## config.mk

```make
export PLATFORM = sky130hd
export DESIGN_NAME = led_pattern_ctrl
export DESIGN_NICKNAME = d
export VERILOG_FILES = /design/src/rtl/led_pattern_ctrl.sv
export SDC_FILE = /design/constraint.sdc
export NUM_CORES = 1
export LEC_CHECK = 0
export CAP_MARGIN = 10
export CORE_MARGIN = 2
export CORE_UTILIZATION = 30
export CTS_CLUSTER_DIAMETER = 80
export DETAILED_ROUTE_END_ITERATION = 12
export GPL_ROUTABILITY_DRIVEN = 0
export GPL_TIMING_DRIVEN = 1
export PLACE_DENSITY = 0.47
export SYNTH_ARGS = -nofsm -noshare
export SYNTH_HDL_FRONTEND = slang
export SYNTH_SLANG_ARGS = --single-unit
```

## constraint.sdc

```tcl
create_clock -name clk -period 2.28 [get_ports clk]
set_input_delay 0.228 -clock clk [delete_from_list [all_inputs] [get_ports clk]]
set_output_delay 0.228 -clock clk [all_outputs]
set_load 0.03 [all_outputs]
```

## src/rtl/led_pattern_ctrl.sv

```systemverilog
// LED pattern engine: programmable tick divider, debounced mode button and an
// N-bit pattern register stepping through binary, chase, bounce and blink modes.
module led_pattern_ctrl #(
   parameter int NUM_LEDS    = 8,
   parameter int DIV_WIDTH   = 24,
   parameter int DBNC_CYCLES = 500000
) (
   input  logic                 clk,
   input  logic                 rst,
   input  logic [DIV_WIDTH-1:0] div,
   input  logic                 enable,
   input  logic                 btn_n,
   output logic [NUM_LEDS-1:0]  led,
   output logic [1:0]           mode,
   output logic                 tick
);

   typedef enum logic [1:0] {
      MODE_BIN    = 2'd0,
      MODE_CHASE  = 2'd1,
      MODE_BOUNCE = 2'd2,
      MODE_BLINK  = 2'd3
   } mode_t;

   localparam int DBW = $clog2(DBNC_CYCLES + 1);
   localparam logic [DBW-1:0]      DBNC_LAST = DBW'(DBNC_CYCLES - 1);
   localparam logic [NUM_LEDS-1:0] LED_ONE   = NUM_LEDS'(1);
   localparam logic [NUM_LEDS-1:0] LED_TOP   = LED_ONE << (NUM_LEDS - 1);

   logic [DIV_WIDTH-1:0] cnt_reg;
   logic                 tick_reg;
   logic                 sync1_reg, sync2_reg;
   logic                 db_reg, db_d_reg;
   logic [DBW-1:0]       dbnc_cnt_reg;
   logic                 press;

   logic [NUM_LEDS-1:0]  led_reg, led_next;
   mode_t                mode_reg, mode_next;
   logic                 dir_reg, dir_next;   // 0 = up (towards MSB), 1 = down
   logic [1:0]           mode_inc;

   // Tick divider: >= compare so lowering div below cnt fires on the next edge.
   always_ff @(posedge clk or posedge rst) begin
      if (rst) begin
         cnt_reg  <= '0;
         tick_reg <= 1'b0;
      end else if (!enable) begin
         tick_reg <= 1'b0;
      end else if (cnt_reg >= div) begin
         cnt_reg  <= '0;
         tick_reg <= 1'b1;
      end else begin
         cnt_reg  <= cnt_reg + DIV_WIDTH'(1);
         tick_reg <= 1'b0;
      end
   end

   always_ff @(posedge clk or posedge rst) begin
      if (rst) begin
         sync1_reg    <= 1'b1;
         sync2_reg    <= 1'b1;
         db_reg       <= 1'b1;
         db_d_reg     <= 1'b1;
         dbnc_cnt_reg <= '0;
      end else begin
         sync1_reg <= btn_n;
         sync2_reg <= sync1_reg;
         db_d_reg  <= db_reg;
         if (sync2_reg == db_reg) begin
            dbnc_cnt_reg <= '0;
         end else if (dbnc_cnt_reg == DBNC_LAST) begin
            db_reg       <= sync2_reg;
            dbnc_cnt_reg <= '0;
         end else begin
            dbnc_cnt_reg <= dbnc_cnt_reg + DBW'(1);
         end
      end
   end

   // Falling edge of the debounced level, seen one cycle after it settles.
   assign press    = db_d_reg & ~db_reg;
   assign mode_inc = mode_reg + 2'd1;

   always_comb begin
      led_next  = led_reg;
      mode_next = mode_reg;
      dir_next  = dir_reg;
      if (press) begin
         mode_next = mode_t'(mode_inc);
         dir_next  = 1'b0;
         if (mode_next == MODE_BIN || mode_next == MODE_BLINK)
            led_next = '0;
         else
            led_next = LED_ONE;
      end else if (tick_reg && enable) begin
         case (mode_reg)
            MODE_BIN:   led_next = led_reg + LED_ONE;
            MODE_CHASE: led_next = (led_reg << 1) | (led_reg >> (NUM_LEDS - 1));
            MODE_BOUNCE: begin
               if (NUM_LEDS == 1) begin
                  led_next = LED_ONE;
               end else if (!dir_reg) begin
                  led_next = led_reg << 1;
                  if (led_next == LED_TOP) dir_next = 1'b1;
               end else begin
                  led_next = led_reg >> 1;
                  if (led_next == LED_ONE) dir_next = 1'b0;
               end
            end
            default:    led_next = ~led_reg;
         endcase
      end
   end

   always_ff @(posedge clk or posedge rst) begin
      if (rst) begin
         led_reg  <= '0;
         mode_reg <= MODE_BIN;
         dir_reg  <= 1'b0;
      end else begin
         led_reg  <= led_next;
         mode_reg <= mode_next;
         dir_reg  <= dir_next;
      end
   end

   assign led  = led_reg;
   assign mode = mode_reg;
   assign tick = tick_reg;

endmodule

```

==> results of run 1 <==
-- routing by layer --
| layer | global-route usage | vias to the layer above | wire length [um] |
|---|---|---|---|
| li1 | - | 1665 | - |
| met1 | 0.190 | 1596 | 4550 |
| met2 | 0.236 | 59 | 4380 |
| met3 | 0.0352 | 14 | 378 |
| met4 | 0.0557 | 0 | 171 |
| met5 | 0 | - | 0 |
-- area by class of cell --
class	instances	share of cell area
tap	172	0.0414
inverter	40	0.0289
clock buffer	9	0.0433
clock inverter	7	0.0149
sequential	59	0.285
timing repair buffer	82	0.144
multi-input combinational	310	0.442
-- report_power, final --
group	internal (mW)	switching, mW
clock	0.852	0.535
sequential	1.13	0.109
combinational	0.381	0.395
-- final timing paths --
kind,start,endpoint,slack (ns),depth (start not counted)
min,rst,dbnc_cnt_reg[1]$_DFF_PP0_,0.18,2
max,cnt_reg[15]$_DFFE_PP0P_,cnt_reg[2]$_DFFE_PP0P_,0.11,9
min reg2reg,sync1_reg$_DFF_PP1_,sync2_reg$_DFF_PP1_,0.37,0
min in group clk,btn_n,sync1_reg$_DFF_PP1_,0.29,1
max reg2reg,cnt_reg[15]$_DFFE_PP0P_,cnt_reg[2]$_DFFE_PP0P_,0.11,9
max in group asynchronous,rst,db_d_reg$_DFF_PP1_,1.48,3
-- worst max-delay path, cell delays in order, from the launching register on --
cell and delay, ns:
dfrtp_1 0.39, ha_1 0.30, nand4_1 0.23, nor4_2 0.28, o21ai_1 0.11, o21ai_2 0.18
buf_6 0.17, nor3_4 0.05, buf_12 0.15, a22o_1 0.20
-- cells in the final DEF, fill, tap and decap left out, types with 4 or more instances in the layout --
cell / netlist / final
o31ai_2: 0 / 5
and3_1: 12 / 12
and2_1: 4 / 4
nor3_1: 7 / 7
nor4_1: 5 / 4
a21oi_1: 21 / 20
clkdlybuf4s50_1: 0 / 38
xnor2_1: 14 / 14
o21ai_0: 10 / 7
a21oi_2: 10 / 11
ha_1: 32 / 29
buf_4: 1 / 38
a211oi_1: 4 / 4
buf_6: 1 / 4
o31ai_1: 11 / 5
xor2_1: 18 / 18
a221oi_1: 7 / 7
a22o_1: 11 / 11
dfstp_2: 4 / 4
inv_1: 40 / 39
dfrtp_1: 55 / 55
nor2b_1: 8 / 8
nand4_1: 9 / 9
and4_1: 6 / 6
nor2_1: 36 / 36
clkbuf_16: 0 / 9
nand3_1: 18 / 18
nand2_1: 27 / 27
-- stage by stage --
step	instances	power [mW]	instance area (um^2)
2_1_floorplan	430	1.69	3910
4_1_cts	679	3.42	5100
3_5_place_dp	660	1.99	4730
6_report	679	3.40	5200
3_3_place_gp	660	1.98	4730
5_1_grt	679	3.59	5200
-- logic make-up (layout without fill, tap and decap cells) --
family	count (synthesis)	count (layout)	share of synthesized area
AND/OR/NAND/NOR	150	150	0.204
AO/OA/AOI/OAI	93	93	0.172
buffers and inverters	61	138	0.0627
flip-flops	59	59	0.379
adder cells (fa/ha/maj)	32	32	0.102
XOR/XNOR	32	32	0.0717
multiplexers	3	3	0.00864
-- repair_timing --
action,in CTS,in global routing
resized for setup,6,18
buffers inserted,4,2
setup endpoints to repair,21,21
pin swaps,4,12
==> summary.md, run 1 <==
| Metric | Value |
|---|---|
| Status | finished clean |
| Max-Cap Viols | 0 |
| Hold-fix buffers, CTS | 0 |
| Place WS | -0.633 ns |
| Starting Density | 0.309 |
| Num CTS Buffers | 9 |
| Arr. time, crit path | 2.39 ns |
| Synth Net Count | 490 |
| Post-synth EDFFs | 0 |
| Remaining Overflow, GRT | 0 |
| Crit Path Max Fanout | 10 |
| Post-layout min period | between 2 and 2.5 ns |
| Hold crit path type | input port to asynchronous set/reset pin |
| Critical setup path kind | flop to flop |
| Die X | 118 um |
| Die Area | 14000 um^2 |
| Port Buffers | 38 |
| CTS tree | yes |
| Skew-Pair Late Insertion Delay | ~0.34 ns |
| Post-synth cell types | 55 |
| Final WL | ~9500 um |
| Placed wire-length estimate | 6730 um |
| Vias | 3334 |
| Maximum clock rate | 461 MHz |
| Fin nets | 562 |
| Largest register FFs | 24 |
| Synth Register Bits | 59 |
| Top cells by area, synth | dfrtp_1 35%, ha_1 10%, xor2_1 4.0%, inv_1 3.8%, nor2_1 3.5% |
| Post-Syn Area per Cell | 9.10 um^2 |
| CTS H-tree depth | 3 |
| Hold_ws | between 0.15 and 0.2 ns |
| Worst-margin pin slew | approximately 0.47 ns |
| Row count | 41 |
| Routed len/inst | 14.0 um |
| Setup slack after layout | 0.112 ns |
| Fraction of layout cells with a size suffix above 1 | 0.193 |
| Drt pass-1 iters | 4 |
| Initial DRC Count | between 150 and 200 |
| RSZ-0062 raised after global routing | yes |
| # setup viols final | 0 |
| Fin util | 0.410 |
| Vias in the first global route | between 3000 and 4000 |
| Initial antenna violation count | 0 |
| Global-route wire length before repair | about 16000 um |
| Setup Skew | roughly 0.0059 ns |
| Slew Viols, Final | 0 |
| Multi-input logic area | between 2000 and 2500 um^2 |
| Ys flop type | dfrtp_1 |
| Drt drc | 0 |
| Max_slew headroom | 0.684 |
| DRT antenna net count | 0 |
| Power Dens Cells | 655 nW/um^2 |
| Critical Path Start Type | flop |
| Synth top cells by count | 55 x dfrtp_1, 40 x inv_1, 36 x nor2_1 |
| VDD IR max | 0.000320 V |
| Worst-path clk slew | 0.06 ns |
| Num Clock Sinks | 59 |
| Core ar. | 12700 um^2 |
| Synthesized instance count | 430 |
| Syn Std Cell Area | 3910 um^2 |
| Share of the synthesized area in the top cell type | 0.352 |
| IO Count | 39 |
| Final Hold Violating Endpoints | 0 |
| CTS Buffer Depth | 2 |
| Area growth, synth to finish | 32.9% |
| Seq/Total Area, Yosys | 0.379 |
| Die height | 118 um |
| Total GRT Usage | 0.146 |
| Top-count cell post-synth | dfrtp_1 |
| Vias per Instance | 4.91 |
| Tcrit/Tclk final | 0.951 |
| Pin count of the biggest net entering global routing | 45 |
| FF+latch area | 1480 um^2 |
| Leak | 2.35 nW |
| Dominant cell type by area after synthesis | dfrtp_1 |
| Asr flop ratio synth | 1.00 |
| YS warnings | 0 |
| Fill count | 1268 |
| Setup TNS | 0 ns |
| Diodes inserted | 0 |
| Crit path capture type | flop |
| Root buffer selected by CTS | clkbuf_16 |
| Critical path data required time | about 2.5 ns |
Power figures use the tool's default switching activity.
==> run 2, diff against run 1 <==
CORE_ASPECT_RATIO = 0.9   (was not set)
REMOVE_ABC_BUFFERS = 1   (was not set)
==> summary.md, run 2 (synthesis gave the netlist of run 1 again) <==
| Metric | Value |
|---|---|
| Status | finished clean |
| Reg2reg start | cnt_reg[17]$_DFFE_PP0P_ |
| Pin count of the biggest net entering global routing | 38 (-16%) |
| Fin util | 0.409 (-0.00111) |
| Power Dens Cells | 649 nW/um^2 (-0.86%) |
| Routed len/inst | 13.8 um (-1.3%) |
| Vias per Instance | 4.89 (-0.33%) |
| Max_slew headroom | 0.699 (+0.0149) |
| Crit Path Max Fanout | 8 (-2) |
| Diodes inserted | 0 (unchanged) |
| Fill count | 1254 (-1.1%) |
| Global-route wire length before repair | 15700 um (-4.3%) |
| Leak | 2.38 nW (+1.6%) |
| Maximum clock rate | 440 MHz (-4.6%) |
| Fin nets | 569 (+1.2%) |
| # setup viols final | 0 (unchanged) |
| Worst-margin pin slew | 0.448 ns (-0.0221 ns) |
| CTS H-tree depth | 3 (unchanged) |
| FF-to-FF End | cnt_reg[6]$_DFFE_PP0P_ |
| VDD IR max | 0.000341 V (+6.6%) |
| Total GRT Usage | 0.138 (-0.00812) |
| R2r worst-path depth | 9 (unchanged) |
| Most common cell after layout, fill and taps aside | dfrtp_1 |
| Drt pass-1 iters | 4 (unchanged) |
| IO Count | 39 (unchanged) |
| Final WL | 9340 um (-1.5%) |
| Root buffer selected by CTS | clkbuf_16 |
| Tcrit/Tclk final | 0.997 (+0.0458) |
| Hold_ws | 0.136 ns (-0.0466 ns) |
| Drt drc | 0 (unchanged) |
| Arr. time, crit path | 2.48 ns (+0.09 ns) |
| Area growth, synth to finish | 33.2% |
| Vias in the first global route | 3148 (-4.3%) |
| Die Area | 14000 um^2 (about the same) |
| Hold-fix buffers, CTS | 0 (unchanged) |
| R2R Setup Slk | 0.008 ns (-0.10 ns) |
| Critical path data required time | 2.49 ns (about the same) |
| Skew-Pair Late Insertion Delay | 0.33 ns (about the same) |
| Worst-path clk slew | 0.06 ns (about the same) |
| DRT antenna net count | 0 (unchanged) |
| Num Clock Sinks | 59 (unchanged) |
| Highest-delay cell along the critical path | clkdlybuf4s50_1 |
| Vias | 3318 (-0.48%) |
| Overall Power | 3.38 mW (-0.62%) |
| Hold crit path type | input port to asynchronous set/reset pin |
| Starting Density | 0.307 (-0.00158) |
| CP peak stage delay | 0.46 ns (+0.07 ns) |
| Largest register FFs | 24 (unchanged) |
| FF+latch area | 1480 um^2 (unchanged) |
| Worst setup startpoint | div[18] |
| Crit path capture type | flop |
| Critical Path Start Type | input port |
| CTS tree | yes |
| Remaining Overflow, GRT | 0 (unchanged) |
| Final Hold Violating Endpoints | 0 (unchanged) |
| Fraction of layout cells with a size suffix above 1 | 0.193 (-0.000687) |
| Multi-input logic area | 2260 um^2 (-1.5%) |
| Initial DRC Count | 324 (+68%) |
| Num CTS Buffers | 9 (unchanged) |
| Slew Viols, Final | 0 (unchanged) |
| Row count | 39 (-4.9%) |
| Post-layout min period | 2.27 ns (+0.104 ns) |
| Port Buffers | 38 (unchanged) |
| Initial antenna violation count | 0 (unchanged) |
| RSZ-0062 raised after global routing | yes |
| Critical path cell sequence | clkdlybuf4s50_1 -> inv_1 -> ha_1 -> nand4_1 -> nor4_2 -> buf_4 -> o21ai_2 -> o21ai_4 -> buf_12 -> nor3_4 -> a22o_1 |
| Core ar. | 12700 um^2 (+0.51%) |
| CTS Buffer Depth | 2 (unchanged) |
| Setup Skew | 0.00862 ns (+0.00268 ns) |
| Commonest cells after routing, fill and taps aside | 55 x dfrtp_1, 44 x buf_4, 39 x inv_1, 38 x clkdlybuf4s50_1, 36 x nor2_1 |
| Die height | 112 um (-5.0%) |
| Die X | 124 um (+5.2%) |
| Max-Cap Viols | 0 (unchanged) |
| Critical setup path kind | input port to flop |
| Placed wire-length estimate | 6690 um (-0.47%) |
-- run 2: repair_timing --
action	in CTS	in global routing
buffers inserted	0	2
endpoints found under the setup margin	24	25
gates cloned	0	2
gates resized for setup	3	13
pin swaps	2	7
-- run 2: power by group --
group | switching (mW) | internal, mW | leakage (nW)
registers | 0.116 | 1.13 | 0.787
logic | 0.383 | 0.377 | 1.46
clock network | 0.523 | 0.853 | 0.142
-- run 2: how the worst max path moves through the flow --
stage | to | slack [ns]
2_1_floorplan | cnt_reg[22]$_DFFE_PP0P_ | -0.31
3_3_place_gp | cnt_reg[14]$_DFFE_PP0P_ | -0.45
3_5_place_dp | cnt_reg[2]$_DFFE_PP0P_ | -0.44
4_1_cts | cnt_reg[6]$_DFFE_PP0P_ | 0.01
5_1_grt | cnt_reg[2]$_DFFE_PP0P_ | -0.09
6_report | cnt_reg[6]$_DFFE_PP0P_ | 0.008
-- run 2: layout make-up --
cell class / count / area share
Timing Repair Buffer: 88 / 0.155
Inverter: 40 / 0.0288
Clock inverter: 7 / 0.0147
Sequential cell: 59 / 0.284
Multi-Input combinational cell: 311 / 0.434
Clock buffer: 9 / 0.0432
Tap cell: 164 / 0.0394
-- run 2: worst max-delay path, delay by kind of cell --
family	cells	cell delay [ns]
AO/OA/AOI/OAI	3	0.57
buffers and inverters	4	0.84
adder cells (fa/ha/maj)	1	0.28
AND/OR/NAND/NOR	3	0.56
-- run 2: stage by stage --
stage | cell area (um^2) | instances | worst slack, ns | TNS, ns
after floorplan | 3820 | 409 | -0.314 | -3.96
after global placement | 4780 | 658 | -0.452 | -9.66
after detailed placement | 4780 | 658 | -0.441 | -9.37
after CTS | 5090 | 674 | 0.0118 | 0
after global routing | 5210 | 678 | -0.0881 | -0.960
final | 5210 | 678 | 0.00766 | 0
-- run 2: routing by layer --
layer  part of all wire  global-route usage
met3              0.029              0.0224
met2               0.42               0.194
met4              0.010              0.0577
met5                  0                   0
met1               0.54               0.209
